File: src/rtl/multicycle_control_if.sv
// Bundle between the multicycle controller and the datapath it steers.
// master: the controller (drives control lines, observes opcode/status).
// slave : the datapath side (drives opcode/status, observes control lines).
interface multicycle_control_if #(
  parameter int unsigned OPCODE_W = 4,
  parameter int unsigned ALUOP_W  = 2
);
  logic [OPCODE_W-1:0] opcode;
  logic                mem_ready;
  logic                cond_true;
  logic                IorD;
  logic                memw;
  logic                irw;
  logic                regw;
  logic                pcw;
  logic                srw;
  logic                compcodew;
  logic [ALUOP_W-1:0]  aluop;
  logic [1:0]          regop;
  logic [1:0]          aluSrcA;
  logic [1:0]          aluSrcB;
  logic [1:0]          pcsrc;
  logic                illegal;
  logic [3:0]          state;

  modport master (
    input  opcode, mem_ready, cond_true,
    output IorD, memw, irw, regw, pcw, srw, compcodew, aluop, regop,
           aluSrcA, aluSrcB, pcsrc, illegal, state
  );

  modport slave (
    output opcode, mem_ready, cond_true,
    input  IorD, memw, irw, regw, pcw, srw, compcodew, aluop, regop,
           aluSrcA, aluSrcB, pcsrc, illegal, state
  );
endinterface

File: src/rtl/multicycle_control.sv
// Moore FSM sequencing the multicycle datapath: fetch, decode, execute,
// memory and writeback, with memory wait states and illegal-opcode trapping.
module multicycle_control #(
  parameter int unsigned OPCODE_W    = 4,
  parameter int unsigned ALUOP_W     = 2,
  parameter bit          MEM_WAIT_EN = 1'b1
) (
  input logic                 clk,
  input logic                 rst,
  multicycle_control_if.master bus
);

  typedef enum logic [3:0] {
    StStart    = 4'd0,
    StFetch    = 4'd1,
    StDecode   = 4'd2,
    StMemAddr  = 4'd3,
    StMemRead  = 4'd4,
    StMemWrite = 4'd5,
    StMemWb    = 4'd6,
    StAluExec  = 4'd7,
    StAluWb    = 4'd8,
    StBranch   = 4'd9,
    StJump     = 4'd10,
    StIllegal  = 4'd11
  } state_e;

  state_e state_q, state_d;
  // ALU function captured in DECODE so later opcode changes cannot affect it.
  logic [1:0] fn_q, fn_d;

  logic [OPCODE_W-1:0] opcode;
  logic [3:0]          op4;
  logic                upper_ok;
  logic                ready;
  logic                is_lw, is_sw, is_alu, is_beq, is_jmp;
  logic [1:0]          aluop2;
  logic [ALUOP_W-1:0]  aluop_w;

  assign opcode = bus.opcode;
  assign op4    = opcode[3:0];
  assign ready  = bus.mem_ready | ~MEM_WAIT_EN;

  // Any set bit above [3:0] makes the opcode illegal.
  if (OPCODE_W > 4) begin : g_upper
    assign upper_ok = ~|opcode[OPCODE_W-1:4];
  end else begin : g_no_upper
    assign upper_ok = 1'b1;
  end

  assign is_lw  = upper_ok & (op4 == 4'b0000);
  assign is_sw  = upper_ok & (op4 == 4'b0001);
  assign is_alu = upper_ok & (op4[3:2] == 2'b01);
  assign is_beq = upper_ok & (op4 == 4'b1000);
  assign is_jmp = upper_ok & (op4 == 4'b1001);

  // State and latched ALU function; reset forces START at once.
  always_ff @(posedge clk or posedge rst) begin
    if (rst) begin
      state_q <= StStart;
      fn_q    <= 2'd0;
    end else begin
      state_q <= state_d;
      fn_q    <= fn_d;
    end
  end

  // Next-state logic.
  always_comb begin
    state_d = StStart;
    fn_d    = fn_q;
    case (state_q)
      StStart:    state_d = StFetch;
      StFetch:    state_d = ready ? StDecode : StFetch;
      StDecode: begin
        fn_d = op4[1:0];
        if (is_lw || is_sw)  state_d = StMemAddr;
        else if (is_alu)     state_d = StAluExec;
        else if (is_beq)     state_d = StBranch;
        else if (is_jmp)     state_d = StJump;
        else                 state_d = StIllegal;
      end
      StMemAddr: begin
        if (is_sw)      state_d = StMemWrite;
        else if (is_lw) state_d = StMemRead;
        else            state_d = StIllegal;
      end
      StMemRead:  state_d = ready ? StMemWb : StMemRead;
      StMemWrite: state_d = ready ? StFetch : StMemWrite;
      StMemWb:    state_d = StFetch;
      StAluExec:  state_d = StAluWb;
      StAluWb:    state_d = StFetch;
      StBranch:   state_d = StFetch;
      StJump:     state_d = StFetch;
      StIllegal:  state_d = StIllegal;
      default:    state_d = StStart;
    endcase
  end

  // Moore output decode; only FETCH (ready) and BRANCH (cond_true) are qualified.
  always_comb begin
    bus.IorD      = 1'b0;
    bus.memw      = 1'b0;
    bus.irw       = 1'b0;
    bus.regw      = 1'b0;
    bus.pcw       = 1'b0;
    bus.srw       = 1'b0;
    bus.compcodew = 1'b0;
    bus.regop     = 2'd0;
    bus.aluSrcA   = 2'd0;
    bus.aluSrcB   = 2'd0;
    bus.pcsrc     = 2'd0;
    bus.illegal   = 1'b0;
    aluop2        = 2'd0;
    case (state_q)
      StFetch: begin
        bus.aluSrcB = 2'd1;
        bus.irw     = ready;
        bus.pcw     = ready;
      end
      StDecode: begin
        bus.aluSrcB = 2'd2;
      end
      StMemAddr: begin
        bus.aluSrcA = 2'd1;
        bus.aluSrcB = 2'd2;
      end
      StMemRead: begin
        bus.IorD = 1'b1;
      end
      StMemWrite: begin
        bus.IorD = 1'b1;
        bus.memw = 1'b1;
      end
      StMemWb: begin
        bus.regw  = 1'b1;
        bus.regop = 2'd1;
      end
      StAluExec: begin
        bus.aluSrcA   = 2'd1;
        aluop2        = fn_q;
        bus.srw       = 1'b1;
        bus.compcodew = 1'b1;
      end
      StAluWb: begin
        bus.regw = 1'b1;
      end
      StBranch: begin
        bus.aluSrcA   = 2'd1;
        aluop2        = 2'd1;
        bus.compcodew = 1'b1;
        bus.pcsrc     = 2'd1;
        bus.pcw       = bus.cond_true;
      end
      StJump: begin
        bus.pcsrc = 2'd2;
        bus.pcw   = 1'b1;
      end
      StIllegal: begin
        bus.illegal = 1'b1;
      end
      default: ;
    endcase
  end

  assign aluop_w   = ALUOP_W'(aluop2);
  assign bus.aluop = aluop_w;
  assign bus.state = state_q;

endmodule

File: src/flat_wrapper.sv
// flat-port wrapper written by rule: the top's interface ports become plain ports
module multicycle_control_flat 
#(
  parameter int unsigned OPCODE_W    = 4,
  parameter int unsigned ALUOP_W     = 2,
  parameter bit          MEM_WAIT_EN = 1'b1
)
  (clk, rst, bus_opcode, bus_mem_ready, bus_cond_true, bus_IorD, bus_memw, bus_irw, bus_regw, bus_pcw, bus_srw, bus_compcodew, bus_aluop, bus_regop, bus_aluSrcA, bus_aluSrcB, bus_pcsrc, bus_illegal, bus_state);
  multicycle_control_if #(.OPCODE_W(OPCODE_W), .ALUOP_W(ALUOP_W)) bus_i ();
  input logic clk;
  input logic rst;
  input wire logic [$bits(bus_i.opcode)-1:0] bus_opcode;
  input wire logic [$bits(bus_i.mem_ready)-1:0] bus_mem_ready;
  input wire logic [$bits(bus_i.cond_true)-1:0] bus_cond_true;
  output wire logic [$bits(bus_i.IorD)-1:0] bus_IorD;
  output wire logic [$bits(bus_i.memw)-1:0] bus_memw;
  output wire logic [$bits(bus_i.irw)-1:0] bus_irw;
  output wire logic [$bits(bus_i.regw)-1:0] bus_regw;
  output wire logic [$bits(bus_i.pcw)-1:0] bus_pcw;
  output wire logic [$bits(bus_i.srw)-1:0] bus_srw;
  output wire logic [$bits(bus_i.compcodew)-1:0] bus_compcodew;
  output wire logic [$bits(bus_i.aluop)-1:0] bus_aluop;
  output wire logic [$bits(bus_i.regop)-1:0] bus_regop;
  output wire logic [$bits(bus_i.aluSrcA)-1:0] bus_aluSrcA;
  output wire logic [$bits(bus_i.aluSrcB)-1:0] bus_aluSrcB;
  output wire logic [$bits(bus_i.pcsrc)-1:0] bus_pcsrc;
  output wire logic [$bits(bus_i.illegal)-1:0] bus_illegal;
  output wire logic [$bits(bus_i.state)-1:0] bus_state;
  assign bus_i.opcode = bus_opcode;
  assign bus_i.mem_ready = bus_mem_ready;
  assign bus_i.cond_true = bus_cond_true;
  assign bus_IorD = bus_i.IorD;
  assign bus_memw = bus_i.memw;
  assign bus_irw = bus_i.irw;
  assign bus_regw = bus_i.regw;
  assign bus_pcw = bus_i.pcw;
  assign bus_srw = bus_i.srw;
  assign bus_compcodew = bus_i.compcodew;
  assign bus_aluop = bus_i.aluop;
  assign bus_regop = bus_i.regop;
  assign bus_aluSrcA = bus_i.aluSrcA;
  assign bus_aluSrcB = bus_i.aluSrcB;
  assign bus_pcsrc = bus_i.pcsrc;
  assign bus_illegal = bus_i.illegal;
  assign bus_state = bus_i.state;
  multicycle_control #(.OPCODE_W(OPCODE_W), .ALUOP_W(ALUOP_W), .MEM_WAIT_EN(MEM_WAIT_EN)) u_core (.clk(clk), .rst(rst), .bus(bus_i));
endmodule
File: config.mk
export PLATFORM = sky130hd
export DESIGN_NAME = multicycle_control_flat
export DESIGN_NICKNAME = d
export VERILOG_FILES = /design/src/rtl/multicycle_control_if.sv /design/src/rtl/multicycle_control.sv /design/src/flat_wrapper.sv
export SDC_FILE = /design/constraint.sdc
export NUM_CORES = 1
export LEC_CHECK = 0
export CAP_MARGIN = 20
export CORE_MARGIN = 4
export CORE_UTILIZATION = 33
export CTS_CLUSTER_SIZE = 8
export DETAILED_ROUTE_END_ITERATION = 6
export PLACE_DENSITY = 0.78
export SLEW_MARGIN = 10
export SYNTH_ARGS = -nofsm -noshare
export SYNTH_HDL_FRONTEND = slang
export SYNTH_SLANG_ARGS = --single-unit
export TNS_END_PERCENT = 30
File: constraint.sdc
create_clock -name clk -period 1.5 [get_ports clk]
set_clock_uncertainty 0.15 [all_clocks]
set_input_delay 0.375 -clock clk [delete_from_list [all_inputs] [get_ports clk]]
set_output_delay 0.375 -clock clk [all_outputs]
set_load 0.005 [all_outputs]
==> impl_metrics.yaml, run 1 <==
floorplan:
  io-pin-count: 30
  rows: 14
  die_w_um: 48.71
  die_h_um: 48.71
  core-area_mm2: 0.001541
  initial_core_util_pct: 35.47
  die_area_mm2: 0.002372
synth:
  ys.flop_type: "dfrtp_1"
  synthTopCellsByArea: "dfrtp_1 (27%), nor2_1 (9.6%), a21oi_1 (4.6%), nor3b_2 (4.6%), buf_4 (4.1%)"
  ys_warn_count: 0
  synth_seq_cells: 6
  synth_edf_count: 0
  synth_top_area_cell: "dfrtp_1"
  synth_top_area_share_pct: 27.46
  ys_async_sr_fraction_pct: 100.0
  yosysSeqAreaShare_pct: 27.46
  syn_avg_cell_area_um2: 7.811
  synth.most_common_cell: "nor2_1"
  ys_types: 31
  ys_top_cells_by_count: "nor2_1 (14), dfrtp_1 (6), a21oi_1 (5)"
  synthesis.area_um2: 546.8
  synthCells: 70
cells_and_area:
  diodes: 0
  utilization_pct: 83.20
  nFillCells: 81
  fin_area_mm2: 0.001282
  drive_gt1_share_pct: 65.96
  nets: 151
  fin_cells: 157
  area_delta_synth_final_pct: 134.6
worst_setup_path:
  crit_path_max_incr_delay_ns: 0.44
  crit_slowest_cell: "dfrtp_2"
  path_buf_inv: 3
  cp.arrival_ns: 1.44
  r2r_setup_slack_ns: -0.22
  end_kind: "output port"
  required_ns: 0.97
  critical_path_class: "flop to output port"
  cp_max_fo: 5
  startpoint_type: "flop"
  path_delay_family: "flip-flops"
  crit_chain: "buf_6 > nor3b_4 > buf_4 > a31oi_1 > nor2_1 > buf_2"
clock_tree:
  tritoncts: "done"
  cts.sinks: 6
  clk_pin_slew_worst_paths_ns: 0.05
  insertion_delay_ns: 0.25
  cts_root_buffer: "clkbuf_4"
  cts_made_buffers: 3
  clock_path_buffers: 2
  htreeDepth: 1
sta:
  layout_setup_ws_ns: -0.4620
  rsz0062_at_grt: "yes"
  max_freq_mhz: 509.7
  finalMaxSlewViolations: 0
  holdWs_ns: 0.1936
  final_hold_viol_count: 0
  min_period_over_period_pct: 130.8
  finalSetupViolations: 25
  period_needed_ns: 1.962
  fin_tns_setup_ns: -7.089
detailed_routing:
  routed_via_density: 5.159
  drt_iter0_drc: 10
  drc: 0
  num_vias: 810
  dr.pass1.iters: 4
  routedWlPerCell_um: 16.15
  wl_um: 2536
  ant_nets: 0
power:
  cellLeakagePower_nw: 0.6393
  power_density_mw_per_mm2: 2016
  ir_worst_vdd_mv: 1.288
  total_power_mw: 2.586
placement:
  io_buffers: 27
  place_area_um2: 979.7
  gp_congestion: 0.8754
  place_inst: 131
  hpwl_um: 1436
  pre_cts_slack_ns: -0.7798
grt:
  grt_first_pass_wirelength_um: 3767
  met2_usage_pct: 36.09
  grt_antenna_before_repair: 0
  grt_start_max_net_pins: 12
  overflow: 0
  use_met1_pct: 21.97
  grt_pass1_vias: 822
  grt_usage_pct: 19.84
  busiest_layer: "met2"
  groute.layer.met3.usage_pct: 5.521
flow_run:
  maxCapViolCount: 0
min_path:
  hold_path.class: "input port to asynchronous set/reset pin"
outcome:
  violations: "negative setup slack"
  status: "complete, but fails checks"
==> cell usage in the layout (no fill, tap or decap), types with 3 or more instances in the layout <==
| cell | instances |
|---|---|
| clkbuf_4 | 3 |
| buf_6 | 19 |
| buf_2 | 11 |
| nor2_1 | 9 |
| dfrtp_2 | 4 |
| clkbuf_2 | 5 |
| buf_4 | 28 |
| nor2_4 | 3 |
| nand2b_4 | 3 |
| a21oi_1 | 3 |
| clkdlybuf4s50_1 | 7 |
==> final cells by class <==
class	count	area, µm²	share of cell area, %
clock buffer	3	22.52	1.756
sequential	6	155.1	12.10
inverter	4	17.52	1.366
timing repair buffer	73	620.6	48.39
multi-input combinational	55	446.7	34.83
tap	16	20.02	1.561
==> kinds of logic after synthesis <==
kind of cell,count (synthesis),synth area share (%)
flip-flops,6,27.46
AND/OR/NAND/NOR,35,36.16
buffers and inverters,10,9.611
AO/OA/AOI/OAI,15,20.37
other,1,0.6858
multiplexers,2,4.119
XOR/XNOR,1,1.602
==> repair_timing <==
action / 4_1_cts / 5_1_grt
pin swaps: 10 / 9
buffers inserted: 17 / 7
resized for setup: 99 / 22
hold buffers: 0 / 0
endpoints found under the hold margin: 0 / 0
endpoints found under the setup margin: 25 / 26
==> power breakdown <==
part | total (mW) | switching [mW] | internal, mW
Combinational | 2.09 | 0.831 | 1.26
Clock | 0.152 | 0.0617 | 0.0907
Sequential | 0.345 | 0.0997 | 0.246
Total | 2.59 | 0.992 | 1.59
==> registers in the layout, summed over array words and instances, names as in the netlist <==
register and flops:
u_core.fn_q 2, u_core.bus.state 4
==> layer usage <==
metal | share of wire, % | up-vias
li1 | - | 385
met1 | 40 | 382
met2 | 51 | 34
met3 | 6.8 | 9
met4 | 2.6 | 0
met5 | 0 | -
==> final timing paths <==
check,endpoint,cells after the start,start
worst min register to register,u_core.fn_q[1]$_DFFE_PP0P_,1,u_core.fn_q[1]$_DFFE_PP0P_
worst max register to register,u_core.fn_q[1]$_DFFE_PP0P_,5,u_core.bus.state[2]$_DFF_PP0_
worst max-delay path,bus_aluop[0],6,u_core.bus.state[3]$_DFF_PP0_
worst min-delay path,u_core.bus.state[3]$_DFF_PP0_,2,rst
max in group asynchronous,u_core.bus.state[2]$_DFF_PP0_,2,rst
min in group clk,u_core.fn_q[1]$_DFFE_PP0P_,1,u_core.fn_q[1]$_DFFE_PP0P_
Note: power is estimated with default switching activity, not from simulation.
==> run 2: changes to the inputs <==
--- a/config.mk
+++ b/config.mk
@@ -10,6 +10,7 @@
 export CORE_UTILIZATION = 33
 export CTS_CLUSTER_SIZE = 8
 export DETAILED_ROUTE_END_ITERATION = 6
+export MAX_ROUTING_LAYER = met4
 export PLACE_DENSITY = 0.78
 export SLEW_MARGIN = 10
 export SYNTH_ARGS = -nofsm -noshare
==> run 2 against run 1 <==
Clock power is 9.9% higher. Critical endpoint unchanged. Cell count is 0.64% higher. Worst hold slack hardly changed. Combinational power is 9.6% higher. First-iteration DRC count is 30% higher. The flow still finishes with violations (negative setup slack). Sequential power is 2% lower. Cell area is 4.5% higher. Largest power group unchanged. Sequential cell count stayed put. Largest cell class unchanged.
==> impl_metrics.yaml, run 2 (synthesis results as in run 1) <==
sta:
  period_needed_ns: 2.012
  max_freq_mhz: 497.0
  holdWs_ns: 0.1938
  min_period_over_period_pct: 134.1
  rsz0062_at_grt: "yes"
  fin_tns_setup_ns: -8.478
  final_hold_viol_count: 0
  finalMaxSlewViolations: 0
  finalSetupViolations: 25
  layout_setup_ws_ns: -0.5120
worst_setup_path:
  cp.arrival_ns: 1.49
  cp_max_fo: 4
  end_kind: "output port"
  critical_path_class: "flop to output port"
  startpoint_type: "flop"
  required_ns: 0.97
  r2r_setup_slack_ns: -0.33
outcome:
  status: "complete, but fails checks"
  violations: "negative setup slack"
cells_and_area:
  fin_area_mm2: 0.001340
  diodes: 0
  final_common_cell: "buf_4"
  nets: 152
  drive_gt1_share_pct: 69.72
  mostFrequentLayoutCells: "buf_4 (25), buf_6 (22), buf_2 (11)"
  largest_reg_flops: 4
  area_delta_synth_final_pct: 145.1
placement:
  pre_cts_slack_ns: -0.7818
  place_area_um2: 979.7
  hpwl_um: 1364
  gp_congestion: 0.8861
  io_buffers: 27
clock_tree:
  cts.sinks: 6
  clock_path_buffers: 2
  ctsHoldBuffers: 0
  clk_pin_slew_worst_paths_ns: 0.06
  cts_root_buffer: "clkbuf_4"
  insertion_delay_ns: 0.27
  htreeDepth: 1
  cts_made_buffers: 3
  tritoncts: "done"
power:
  power_density_mw_per_mm2: 2086
  ir_worst_vdd_mv: 1.208
  cellLeakagePower_nw: 0.6591
  total_power_mw: 2.795
detailed_routing:
  num_vias: 857
  routedWlPerCell_um: 18.33
  drt_iter0_drc: 13
  wl_um: 2896
  routed_via_density: 5.424
  drc: 0
  ant_nets: 0
  dr.pass1.iters: 4
floorplan:
  core-area_mm2: 0.001541
  io-pin-count: 30
  rows: 14
  initial_core_util_pct: 35.47
  die_h_um: 48.71
  die_w_um: 48.71
  die_area_mm2: 0.002372
grt:
  grt_usage_pct: 23.09
  grt_antenna_before_repair: 0
  overflow: 0
  grt_pass1_vias: 890
  grt_start_max_net_pins: 12
  grt_first_pass_wirelength_um: 4243
flow_run:
  maxCapViolCount: 0
min_path:
  hold_path.class: "input port to asynchronous set/reset pin"
==> run 2: changes by cell type in the layout (fill, tap and decap cells not counted), sizes merged <==
| cell | change |
|---|---|
| clkdlybuf4s15 | +1 |
==> run 2: worst paths after layout <==
kind / start / to / cells after the start
setup / recovery: u_core.bus.state[2]$_DFF_PP0_ / bus_aluop[0] / 6
hold / removal: rst / u_core.fn_q[0]$_DFFE_PP0P_ / 2
setup reg to reg: u_core.bus.state[2]$_DFF_PP0_ / u_core.fn_q[0]$_DFFE_PP0P_ / 5
hold reg to reg: u_core.fn_q[1]$_DFFE_PP0P_ / u_core.fn_q[1]$_DFFE_PP0P_ / 1
max in group asynchronous: rst / u_core.bus.state[0]$_DFF_PP0_ / 2
min in group clk: u_core.fn_q[1]$_DFFE_PP0P_ / u_core.fn_q[1]$_DFFE_PP0P_ / 1
==> run 2: stage by stage <==
step / std cells / utilization [%]
3_5_place_dp: 131 / 63.56
3_3_place_gp: 131 / 63.56
5_1_grt: 158 / 86.93
2_1_floorplan: 71 / -
4_1_cts: 152 / 81.74
6_report: 158 / 86.93
==> run 2: critical path: stages, from the launching register on <==
cell and delay, ns:
dfrtp_2 0.46, buf_12 0.14, buf_4 0.13, nor2b_4 0.13
a31oi_1 0.18, nor2_1 0.06, buf_2 0.12
==> run 2: what timing repair did <==
action | in CTS | in global routing
resized for setup | 111 | 21
setup endpoints to repair | 25 | 26
pin swaps | 17 | 11
buffers inserted | 19 | 6
==> run 2: per-layer routing <==
layer / wire length, µm / up-vias / track usage (%) / part of all wire, %
li1: - / 390 / - / -
met1: 1160 / 406 / 25.89 / 40
met3: 174 / 10 / 5.828 / 6.0
met2: 1458 / 51 / 40.00 / 50
met5: 0 / - / - / 0
met4: 102 / 0 / 6.726 / 3.5
==> run 2: area by class of cell <==
| cell class | instances | area, µm² |
|---|---|---|
| repair buffers | 74 | 643.1 |
| multi-input cells | 55 | 479.2 |
| fillers | 74 | 201.4 |
| flip-flops and latches | 6 | 155.1 |
| clock buffers | 3 | 22.52 |
| inverters | 4 | 20.02 |
| well taps | 16 | 20.02 |
==> run 2: power breakdown <==
group          internal, mW  leakage (nW)  switching, mW  total, mW
combinational          1.34         0.578          0.948       2.29
clock                0.0917        0.0138         0.0755      0.167
sequential            0.245        0.0673         0.0918      0.337
total                  1.68         0.659           1.12       2.80
